### src/rtl/rf_wb_arbiter_pkg.sv
`default_nettype none
// ============================================================================
// Module   : rf_wb_arbiter_pkg
// Brief    : Shared widths and grant-source encoding for the RF write arbiter.
// Revision : 1.0
// ============================================================================
package rf_wb_arbiter_pkg;

  localparam int REG_IDX_W = 5;
  localparam int XLEN      = 32;
  localparam int NUM_REGS  = 32;

  typedef enum logic [1:0] {
    GNT_NONE = 2'd0,
    GNT_PIPE = 2'd1,
    GNT_MDU  = 2'd2,
    GNT_SKID = 2'd3
  } gnt_src_e;

endpackage
`default_nettype wire

### src/rtl/rf_wb_arbiter_if.sv
`default_nettype none
// ============================================================================
// Module   : rf_wb_arbiter_if
// Brief    : WB / MDU / issue / hazard / register-file signals of the arbiter.
// Revision : 1.0
// ============================================================================
interface rf_wb_arbiter_if;
  import rf_wb_arbiter_pkg::*;

  logic                 pipe_wb_valid;
  logic [REG_IDX_W-1:0] pipe_wb_rd;
  logic [XLEN-1:0]      pipe_wb_data;
  logic                 mdu_valid;
  logic [REG_IDX_W-1:0] mdu_rd;
  logic [XLEN-1:0]      mdu_data;
  logic                 mdu_ready;
  logic                 issue_valid;
  logic [REG_IDX_W-1:0] issue_rd;
  logic                 issue_ready;
  logic [REG_IDX_W-1:0] rs1_idx;
  logic [REG_IDX_W-1:0] rs2_idx;
  logic                 rs1_busy;
  logic                 rs2_busy;
  logic                 stall_req;
  logic                 rf_we;
  logic [REG_IDX_W-1:0] rf_rd;
  logic [XLEN-1:0]      rf_din;

  modport slave (
    input  pipe_wb_valid, pipe_wb_rd, pipe_wb_data,
    input  mdu_valid, mdu_rd, mdu_data,
    output mdu_ready,
    input  issue_valid, issue_rd,
    output issue_ready,
    input  rs1_idx, rs2_idx,
    output rs1_busy, rs2_busy,
    output stall_req, rf_we, rf_rd, rf_din
  );

  modport master (
    output pipe_wb_valid, pipe_wb_rd, pipe_wb_data,
    output mdu_valid, mdu_rd, mdu_data,
    input  mdu_ready,
    output issue_valid, issue_rd,
    input  issue_ready,
    output rs1_idx, rs2_idx,
    input  rs1_busy, rs2_busy,
    input  stall_req, rf_we, rf_rd, rf_din
  );

endinterface
`default_nettype wire

### src/rtl/rf_scoreboard.sv
`default_nettype none
// ============================================================================
// Module   : rf_scoreboard
// Brief    : Per-register busy bits for in-flight MDU results.
// Revision : 1.0
// ============================================================================
module rf_scoreboard
  import rf_wb_arbiter_pkg::*;
(
  input  wire logic                 clk,
  input  wire logic                 reset,
  input  wire logic                 i_issue_valid,
  input  wire logic [REG_IDX_W-1:0] i_issue_rd,
  output logic                      o_issue_ready,
  input  wire logic                 i_clr_en,
  input  wire logic [REG_IDX_W-1:0] i_clr_idx,
  input  wire logic [REG_IDX_W-1:0] i_rs1_idx,
  input  wire logic [REG_IDX_W-1:0] i_rs2_idx,
  output logic                      o_rs1_busy,
  output logic                      o_rs2_busy
);

  logic [NUM_REGS-1:0] r_busy;
  logic                w_set;

  // x0 is never marked busy, so lookups and issue of x0 fall out naturally.
  assign o_issue_ready = ~r_busy[i_issue_rd];
  assign w_set         = i_issue_valid & o_issue_ready & (i_issue_rd != '0);

  always_ff @(posedge clk or negedge reset) begin
    if (!reset) begin
      r_busy <= '0;
    end else begin
      if (i_clr_en) r_busy[i_clr_idx] <= 1'b0;
      if (w_set)    r_busy[i_issue_rd] <= 1'b1;
    end
  end

  assign o_rs1_busy = r_busy[i_rs1_idx];
  assign o_rs2_busy = r_busy[i_rs2_idx];

endmodule
`default_nettype wire

### src/rtl/rf_wb_arbiter.sv
`default_nettype none
// ============================================================================
// Module   : rf_wb_arbiter
// Brief    : Register-file write-port arbiter: WB pipe vs MDU with skid/starve.
// Revision : 1.0
// ============================================================================
module rf_wb_arbiter
  import rf_wb_arbiter_pkg::*;
#(
  parameter int STARVE_LIMIT = 4,
  parameter int CNT_W        = 3
)(
  input  wire logic        clk,
  input  wire logic        reset,
  rf_wb_arbiter_if.slave   bus
);

  typedef enum logic [0:0] {
    ST_OPEN = 1'b0,
    ST_SKID = 1'b1
  } state_e;

  state_e               r_state, w_state_nxt;
  logic [CNT_W-1:0]     r_cnt, w_cnt_nxt;
  logic [REG_IDX_W-1:0] r_skid_rd;
  logic [XLEN-1:0]      r_skid_data;
  logic                 r_we;
  logic [REG_IDX_W-1:0] r_rd;
  logic [XLEN-1:0]      r_din;

  gnt_src_e             w_gnt;
  logic                 w_mdu_ready;
  logic                 w_skid_load;
  logic                 w_pipe_req;
  logic                 w_starved;
  logic                 w_we;
  logic [REG_IDX_W-1:0] w_wr_rd;
  logic [XLEN-1:0]      w_wr_data;

  // A pipe write to x0 is discarded before arbitration so it never blocks the MDU.
  assign w_pipe_req = bus.pipe_wb_valid & (bus.pipe_wb_rd != '0);
  assign w_starved  = (r_cnt == CNT_W'(STARVE_LIMIT));

  always_ff @(posedge clk or negedge reset) begin
    if (!reset) begin
      r_state     <= ST_OPEN;
      r_cnt       <= '0;
      r_skid_rd   <= '0;
      r_skid_data <= '0;
    end else begin
      r_state <= w_state_nxt;
      r_cnt   <= w_cnt_nxt;
      if (w_skid_load) begin
        r_skid_rd   <= bus.pipe_wb_rd;
        r_skid_data <= bus.pipe_wb_data;
      end
    end
  end

  always_comb begin
    w_gnt       = GNT_NONE;
    w_state_nxt = r_state;
    w_cnt_nxt   = r_cnt;
    w_skid_load = 1'b0;
    w_mdu_ready = 1'b0;
    case (r_state)
      ST_SKID: begin
        w_gnt       = GNT_SKID;
        w_state_nxt = ST_OPEN;
      end
      default: begin
        if (bus.mdu_valid && w_pipe_req && w_starved) begin
          // Forced MDU grant: the displaced pipe write parks in the skid.
          w_gnt       = GNT_MDU;
          w_mdu_ready = 1'b1;
          w_skid_load = 1'b1;
          w_state_nxt = ST_SKID;
          w_cnt_nxt   = '0;
        end else if (w_pipe_req) begin
          w_gnt = GNT_PIPE;
          if (bus.mdu_valid) w_cnt_nxt = r_cnt + CNT_W'(1);
        end else if (bus.mdu_valid) begin
          w_gnt       = GNT_MDU;
          w_mdu_ready = 1'b1;
          w_cnt_nxt   = '0;
        end
      end
    endcase
  end

  always_comb begin
    w_we      = 1'b0;
    w_wr_rd   = '0;
    w_wr_data = '0;
    case (w_gnt)
      GNT_PIPE: begin
        w_we      = 1'b1;
        w_wr_rd   = bus.pipe_wb_rd;
        w_wr_data = bus.pipe_wb_data;
      end
      GNT_MDU: begin
        w_we      = (bus.mdu_rd != '0);
        w_wr_rd   = bus.mdu_rd;
        w_wr_data = bus.mdu_data;
      end
      GNT_SKID: begin
        w_we      = 1'b1;
        w_wr_rd   = r_skid_rd;
        w_wr_data = r_skid_data;
      end
      default: ;
    endcase
  end

  always_ff @(posedge clk or negedge reset) begin
    if (!reset) begin
      r_we  <= 1'b0;
      r_rd  <= '0;
      r_din <= '0;
    end else begin
      r_we <= w_we;
      if (w_we) begin
        r_rd  <= w_wr_rd;
        r_din <= w_wr_data;
      end
    end
  end

  rf_scoreboard u_scoreboard (
    .clk           (clk),
    .reset         (reset),
    .i_issue_valid (bus.issue_valid),
    .i_issue_rd    (bus.issue_rd),
    .o_issue_ready (bus.issue_ready),
    .i_clr_en      (w_gnt == GNT_MDU),
    .i_clr_idx     (bus.mdu_rd),
    .i_rs1_idx     (bus.rs1_idx),
    .i_rs2_idx     (bus.rs2_idx),
    .o_rs1_busy    (bus.rs1_busy),
    .o_rs2_busy    (bus.rs2_busy)
  );

  assign bus.mdu_ready = w_mdu_ready;
  assign bus.stall_req = (r_state == ST_SKID);
  assign bus.rf_we     = r_we;
  assign bus.rf_rd     = r_rd;
  assign bus.rf_din    = r_din;

endmodule
`default_nettype wire

### src/flat_wrapper.sv
// flat-port wrapper written by rule: the top's interface ports become plain ports
module rf_wb_arbiter_flat import rf_wb_arbiter_pkg::*;
#(
  parameter int STARVE_LIMIT = 4,
  parameter int CNT_W        = 3
)
  (clk, reset, bus_pipe_wb_valid, bus_pipe_wb_rd, bus_pipe_wb_data, bus_mdu_valid, bus_mdu_rd, bus_mdu_data, bus_mdu_ready, bus_issue_valid, bus_issue_rd, bus_issue_ready, bus_rs1_idx, bus_rs2_idx, bus_rs1_busy, bus_rs2_busy, bus_stall_req, bus_rf_we, bus_rf_rd, bus_rf_din);
  rf_wb_arbiter_if bus_i ();
  input  wire logic clk;
  input  wire logic reset;
  input wire logic [$bits(bus_i.pipe_wb_valid)-1:0] bus_pipe_wb_valid;
  input wire logic [$bits(bus_i.pipe_wb_rd)-1:0] bus_pipe_wb_rd;
  input wire logic [$bits(bus_i.pipe_wb_data)-1:0] bus_pipe_wb_data;
  input wire logic [$bits(bus_i.mdu_valid)-1:0] bus_mdu_valid;
  input wire logic [$bits(bus_i.mdu_rd)-1:0] bus_mdu_rd;
  input wire logic [$bits(bus_i.mdu_data)-1:0] bus_mdu_data;
  output wire logic [$bits(bus_i.mdu_ready)-1:0] bus_mdu_ready;
  input wire logic [$bits(bus_i.issue_valid)-1:0] bus_issue_valid;
  input wire logic [$bits(bus_i.issue_rd)-1:0] bus_issue_rd;
  output wire logic [$bits(bus_i.issue_ready)-1:0] bus_issue_ready;
  input wire logic [$bits(bus_i.rs1_idx)-1:0] bus_rs1_idx;
  input wire logic [$bits(bus_i.rs2_idx)-1:0] bus_rs2_idx;
  output wire logic [$bits(bus_i.rs1_busy)-1:0] bus_rs1_busy;
  output wire logic [$bits(bus_i.rs2_busy)-1:0] bus_rs2_busy;
  output wire logic [$bits(bus_i.stall_req)-1:0] bus_stall_req;
  output wire logic [$bits(bus_i.rf_we)-1:0] bus_rf_we;
  output wire logic [$bits(bus_i.rf_rd)-1:0] bus_rf_rd;
  output wire logic [$bits(bus_i.rf_din)-1:0] bus_rf_din;
  assign bus_i.pipe_wb_valid = bus_pipe_wb_valid;
  assign bus_i.pipe_wb_rd = bus_pipe_wb_rd;
  assign bus_i.pipe_wb_data = bus_pipe_wb_data;
  assign bus_i.mdu_valid = bus_mdu_valid;
  assign bus_i.mdu_rd = bus_mdu_rd;
  assign bus_i.mdu_data = bus_mdu_data;
  assign bus_mdu_ready = bus_i.mdu_ready;
  assign bus_i.issue_valid = bus_issue_valid;
  assign bus_i.issue_rd = bus_issue_rd;
  assign bus_issue_ready = bus_i.issue_ready;
  assign bus_i.rs1_idx = bus_rs1_idx;
  assign bus_i.rs2_idx = bus_rs2_idx;
  assign bus_rs1_busy = bus_i.rs1_busy;
  assign bus_rs2_busy = bus_i.rs2_busy;
  assign bus_stall_req = bus_i.stall_req;
  assign bus_rf_we = bus_i.rf_we;
  assign bus_rf_rd = bus_i.rf_rd;
  assign bus_rf_din = bus_i.rf_din;
  rf_wb_arbiter #(.STARVE_LIMIT(STARVE_LIMIT), .CNT_W(CNT_W)) u_core (.clk(clk), .reset(reset), .bus(bus_i));
endmodule
### config.mk
export PLATFORM = sky130hd
export DESIGN_NAME = rf_wb_arbiter_flat
export DESIGN_NICKNAME = d
export VERILOG_FILES = /design/src/rtl/rf_wb_arbiter_pkg.sv /design/src/rtl/rf_wb_arbiter_if.sv /design/src/rtl/rf_scoreboard.sv /design/src/rtl/rf_wb_arbiter.sv /design/src/flat_wrapper.sv
export SDC_FILE = /design/constraint.sdc
export NUM_CORES = 1
export LEC_CHECK = 0
export ABC_AREA = 0
export CORE_ASPECT_RATIO = 0.7
export CORE_MARGIN = 2
export CORE_UTILIZATION = 50
export DETAILED_ROUTE_END_ITERATION = 8
export GPL_TIMING_DRIVEN = 1
export PLACE_DENSITY = 0.81
export SYNTH_ARGS = -nofsm -noshare
export SYNTH_HDL_FRONTEND = slang
export SYNTH_SLANG_ARGS = --single-unit
### constraint.sdc
create_clock -name clk -period 4.3 [get_ports clk]
set_input_delay 0.86 -clock clk [delete_from_list [all_inputs] [get_ports clk]]
set_output_delay 0.86 -clock clk [all_outputs]
set_load 0.01 [all_outputs]
======== After elaboration in Yosys (flattened, before gate mapping) ========
Cells that the tools add are included.
storage, ports and cells
  register bits after elaboration ......... 111
  bits of input ports ..................... 94
  output and inout port bits .............. 43
operators by class
  add/sub/neg operators ................... 1
  order comparisons ....................... 6
  equal/unequal tests ..................... 4
  muxes and demuxes ....................... 29
  bitwise operators ....................... 8
  reduce and logical (&&, ||, !) cells .... 10
operators by type and width
  kind                                                        number
  case mux 32 bit (3 select lines)                            1
  two-way mux 32 bit                                          2
  bitwise AND 32 bit                                          1
  NOT 32 bit                                                  1
  bitwise OR 32 bit                                           1
  less-than comparator 5 x 6 -> 1 bit, second input constant  4
  binary-select mux 1 bit (select 5 bit)                      3
  case mux 5 bit (3 select lines)                             1
  nonzero test 5 bit                                          3
  two-way mux 3 bit                                           4
  two-way mux 1 bit                                           11
  demux 1 bit (select 5 bit)                                  2
  >= comparator 5 x 1 -> 1 bit, second input constant         2
  two-way mux 2 bit                                           4
  equality test 2 bit, second input constant                  2
  logical AND 1 bit                                           4
  adder 3 x 1 -> 3 bit, second input constant                 1
  bitwise AND 1 bit                                           3
  equality test 3 bit, second input constant                  1
  equality test 2 x 1 -> 1 bit, second input constant         1
  NOT 1 bit                                                   2
  case mux 1 bit (2 select lines)                             1
  AND reduction 2 bit                                         1
  nonzero test 2 bit                                          1
  OR reduction 2 bit                                          1

======== Longest topological paths before layout ========
  word-level depth ........................ 10
  mapped depth ............................ 9

======== Hierarchy ========
From an unflattened synthesis, not the netlist that was laid out.
second synthesis, totals
  cells, all modules ...................... 614
  area total of the unflattened synthesis .. 6578.8 µm²
by module, submodules not included
  module         times used  cells an instance  area each (µm²)
  rf_wb_arbiter  1           398                4326.6
  rf_scoreboard  1           216                2252.2

======== Least setup slack after synthesis ========
Ideal clock, no wire load.
  path kind ............................... input to output
  from .................................... in bus_rs1_idx[0]
  to ...................................... out bus_rs1_busy
  arrival ................................. 2.579 ns
  required time ........................... 3.440 ns
  setup slack ............................. 0.861 ns
  stages .................................. 4
  buffers on the path ..................... 1
  cell sequence ........................... clkbuf_1 mux4_2 mux4_2 mux2_2
between the ends
  longest elaborated chain between the ends .. 2
ends and longest elaborated chain
  what                                     line                 source
  start, declared                          flat_wrapper.sv:21   input wire logic [$bits(bus_i.rs1_idx)-1:0] bus_rs1_idx;
  binary-select mux 1 bit (select 5 bit)   rf_scoreboard.sv:39  assign o_rs1_busy = r_busy[i_rs1_idx];
  two-way mux 1 bit (implied by the code)  rf_scoreboard.sv:39
  end, declared                            flat_wrapper.sv:23   output wire logic [$bits(bus_i.rs1_busy)-1:0] bus_rs1_busy;
Every way passes these cells. The select of a mux whose other input is x is not followed.

======== Worst setup path after layout ========
  from .................................... in bus_rs2_idx[0]
  to ...................................... out bus_rs2_busy
between the ends
  longest elaborated chain between the ends .. 2
ends and longest elaborated chain
  what                                     line                 source
  start, declared                          flat_wrapper.sv:22   input wire logic [$bits(bus_i.rs2_idx)-1:0] bus_rs2_idx;
  binary-select mux 1 bit (select 5 bit)   rf_scoreboard.sv:40  assign o_rs2_busy = r_busy[i_rs2_idx];
  two-way mux 1 bit (implied by the code)  rf_scoreboard.sv:40
  end, declared                            flat_wrapper.sv:24   output wire logic [$bits(bus_i.rs2_busy)-1:0] bus_rs2_busy;
Every way passes these cells. The select of a mux whose other input is x is not followed.

==> out/results.txt <==
row count = 33
Yosys reg bits = 111
outcome = complete, no violations
Peak supply drop = 0.2577 mV
area grow syn2layout = 31.39%
reg2reg start = u_core.bus.stall_req$_DFF_PN0_
Ys Warns = 0
adder and majority gate portion of the synthesized area = 0.4263%
worst min path class = primary input to async pin
Seq pwr share = 47.6%
Starting Density = 50.78%
Internal = 2.409 mW
largest family of logic cells by synthesized area = multiplexers
drt drc = 0
CP max FO = 8
endpoints failing setup = 0
final period utilization = 95.73%
RSZ-0062 raised after global routing = false
DIE WIDTH = 133.5 um
CTS tree = done
min cycle time layout = 4.116 ns
FMAX = 242.9 MHz
clk_skew = 0.008847 ns
Placer Congestion = 1.049
CTS H-tree lvls = 3
share of cells above drive strength 1 = 17.87%
Synthesized Nets = 588
FF-to-FF End = u_core.bus.rf_din[13]$_DFFE_PN0P_
Yosys cell types = 44
post-CTS setup buffers = 0
Post-synth EDFFs = 0
clk_lat worst skew = 0.34 ns
startpoint class of the critical path = primary input
Setup CP Type = primary input to primary output
final instance area = 0.007714 mm2
mux contribution to synthesized area = 23.85%
synthesized area = 0.005871 mm2
worst-margin pin slew = 0.8911 ns
Max Cap Viol = 0
# diodes = 0
prevailing post-synth register cell = dfrtp_1
Clock Power Share = 22.6%
Psw = 1.105 mW
P_leak = 3.328 nW
XOR/XNOR Fraction of Synth Area = 0.1492%
gr usage total = 27.51%
simple-gate share of the synthesized area = 6.586%
Setup crit end kind = primary output
CORE AREA = 0.01156 mm2
clock root buffer = clkbuf_16
crit path DAT = 3.26 ns
# resized after CTS = 0
post-route ant nets = 0
Slew Viols, Final = 0
drt pass-1 iters = 6
drt via density = 6.258
Final Hold Violating Endpoints = 0
initial antenna violation count = 0
hold buffer count at CTS = 0
Worst-path clk slew = 0.07 ns
largest net degree at the start of global routing = 48
Worst Reg2Reg Path Length in Cells = 8
TritonCTS Buffers = 9
vias in the first global route = 4899
combinational share of power = 29.8%
reg2reg setup slack = 1.42 ns
Max-slew headroom = 40.46%
Post-Synthesis Cells = 492
area post-placement = 0.007431 mm2
vias post-DR = 4869
Clock Path Buffers = 2
Routed WL per cell = 22.17 um
compound-gate portion of the synthesized area = 15.64%
HPWL after DPL = 12120 um
Sw Ratio = 31.45%
drt first-iter violations = 565
register area share after synthesis = 47.31%
Die ar. = 0.01264 mm2
I/O pin total = 137
CTS Sinks = 111
port bufs = 136
PD cells = 455.6 mW/mm2
Post-synth ARST share = 100.0%
total gr overflow = 0
first-pass GRT wire length = 26540 um
Setup Total Neg Slack = 0 ns
Die Ht = 94.66 um
nets@finish = 712
WL final = 17250 um
CP Data Required Time = 3.44 ns
syn avg cell area = 11.93 um2
[kinds of logic after synthesis]
| group | Yosys count |
|---|---|
| AOI/OAI and AO/OA | 118 |
| xor gates and xnor gates | 1 |
| adders and majority gates | 2 |
| buffers and inverters | 84 |
| DFF | 111 |
| muxes | 101 |
| and+or+nand+nor | 75 |
[layer usage]
layer	GRT usage (%)	wire length (um)
met2	42.57	8013
met4	7.801	330
met1	37.89	7173
met3	8.588	1734
met5	0	0
[layout by cell type (no fill, tap or decap), types with 3 or more instances in the layout]
master,instances
clkdlybuf4s50_1,135
dfrtp_1,111
inv_1,41
mux2_2,41
nand2_1,37
mux2i_1,33
a222oi_1,32
o31ai_1,28
mux4_2,27
o21ai_0,20
buf_4,17
o21ai_1,9
clkbuf_16,9
a22oi_1,8
o41ai_1,7
nor3b_1,6
nor2_1,6
and3_1,4
nor3_1,3
nand3_1,3
nand3b_1,3
o211ai_1,3
clkinv_2,3
buf_12,3
[power by group through the flow]
stage,logic (mW),clock network (mW),registers (mW)
floorplan,0.608,0,1.57
global placement,0.997,0,1.64
detailed placement,1.04,0,1.66
CTS,1.05,0.812,1.65
global route,1.13,0.851,1.70
finish,1.05,0.796,1.67
[sequential cells by signal (all words and copies together), names as in the netlist]
name / flops
u_core.bus.rf_din: 32
u_core.r_skid_data: 32
u_core.bus.stall_req: 1
u_core.r_skid_rd: 5
u_core.bus.rf_rd: 5
u_core.u_scoreboard.r_busy: 32
u_core.r_cnt: 3
u_core.bus.rf_we: 1
[per-stage QoR]
stage,power [mW],hold slack (ns),worst slack [ns],utilization [%],instances
3_3_place_gp,2.638,0.4859,0.2271,64.27,762
4_1_cts,3.508,0.4202,0.1712,66.72,778
6_report,3.514,0.4176,0.1837,66.72,778
3_5_place_dp,2.706,0.4925,0.1851,64.27,762
5_1_grt,3.679,0.4238,0.1313,66.72,778
2_1_floorplan,2.182,0.4745,0.8610,-,492
[worst max-delay path by stage]
| stage | startpoint | to | slack (ns) | cells past startpoint |
|---|---|---|---|---|
| detailed placement | bus_rs2_idx[0] | bus_rs2_busy | 0.19 | 6 |
| global route | bus_rs2_idx[0] | bus_rs2_busy | 0.13 | 6 |
| finish | bus_rs2_idx[0] | bus_rs2_busy | 0.18 | 6 |
| CTS | bus_rs2_idx[0] | bus_rs2_busy | 0.17 | 6 |
| floorplan | bus_rs1_idx[0] | bus_rs1_busy | 0.86 | 4 |
| global placement | bus_rs1_idx[0] | bus_rs1_busy | 0.23 | 6 |
[critical path: stages]
cell and delay (ns):
clkdlybuf4s50_1 0.52, buf_12 0.15, mux4_2 0.50, mux4_2 0.48, mux2_2 0.27, clkdlybuf4s50_1 0.47
[synthesized netlist by cell type, types with 2 or more instances]
cell type  count  area, um2
o41ai_1        7      61.31
nand2_1       37      138.9
o31ai_1       28      210.2
o21ai_1        9      45.04
mux2i_1       33      330.3
and3_1         4      25.02
nand3b_1       3      22.52
nand2b_1       2      12.51
ha_1           2      25.02
buf_6          4      45.04
nor3_1         3      15.01
a222oi_1      32      320.3
inv_1         41      153.9
dfrtp_1      111       2778
nor3b_1        6      45.04
nand3_1        3      15.01
nor2_1         6      22.52
a31oi_1        2      12.51
or3b_2         2      17.52
mux4_2        27      608.1
buf_1          2      7.510
mux2_2        41      461.7
o211ai_1       3      22.52
clkbuf_1      29      108.9
a2111oi_0      2      17.52
and3b_1        2      17.52
a22oi_1        8      60.06
buf_2          7      35.03
o21ai_0       20      100.1
nand4_1        2      12.51
[layout make-up]
type | instances | area, um2
inverter | 42 | 157.7
timing repair buffer | 155 | 1539
multi-input combinational | 297 | 2760
tap | 157 | 196.4
clock buffer | 10 | 239.0
sequential | 111 | 2778
fill | 858 | 3847
clock inverter | 6 | 43.79
No activity file was read; power rests on OpenSTA's default activity.
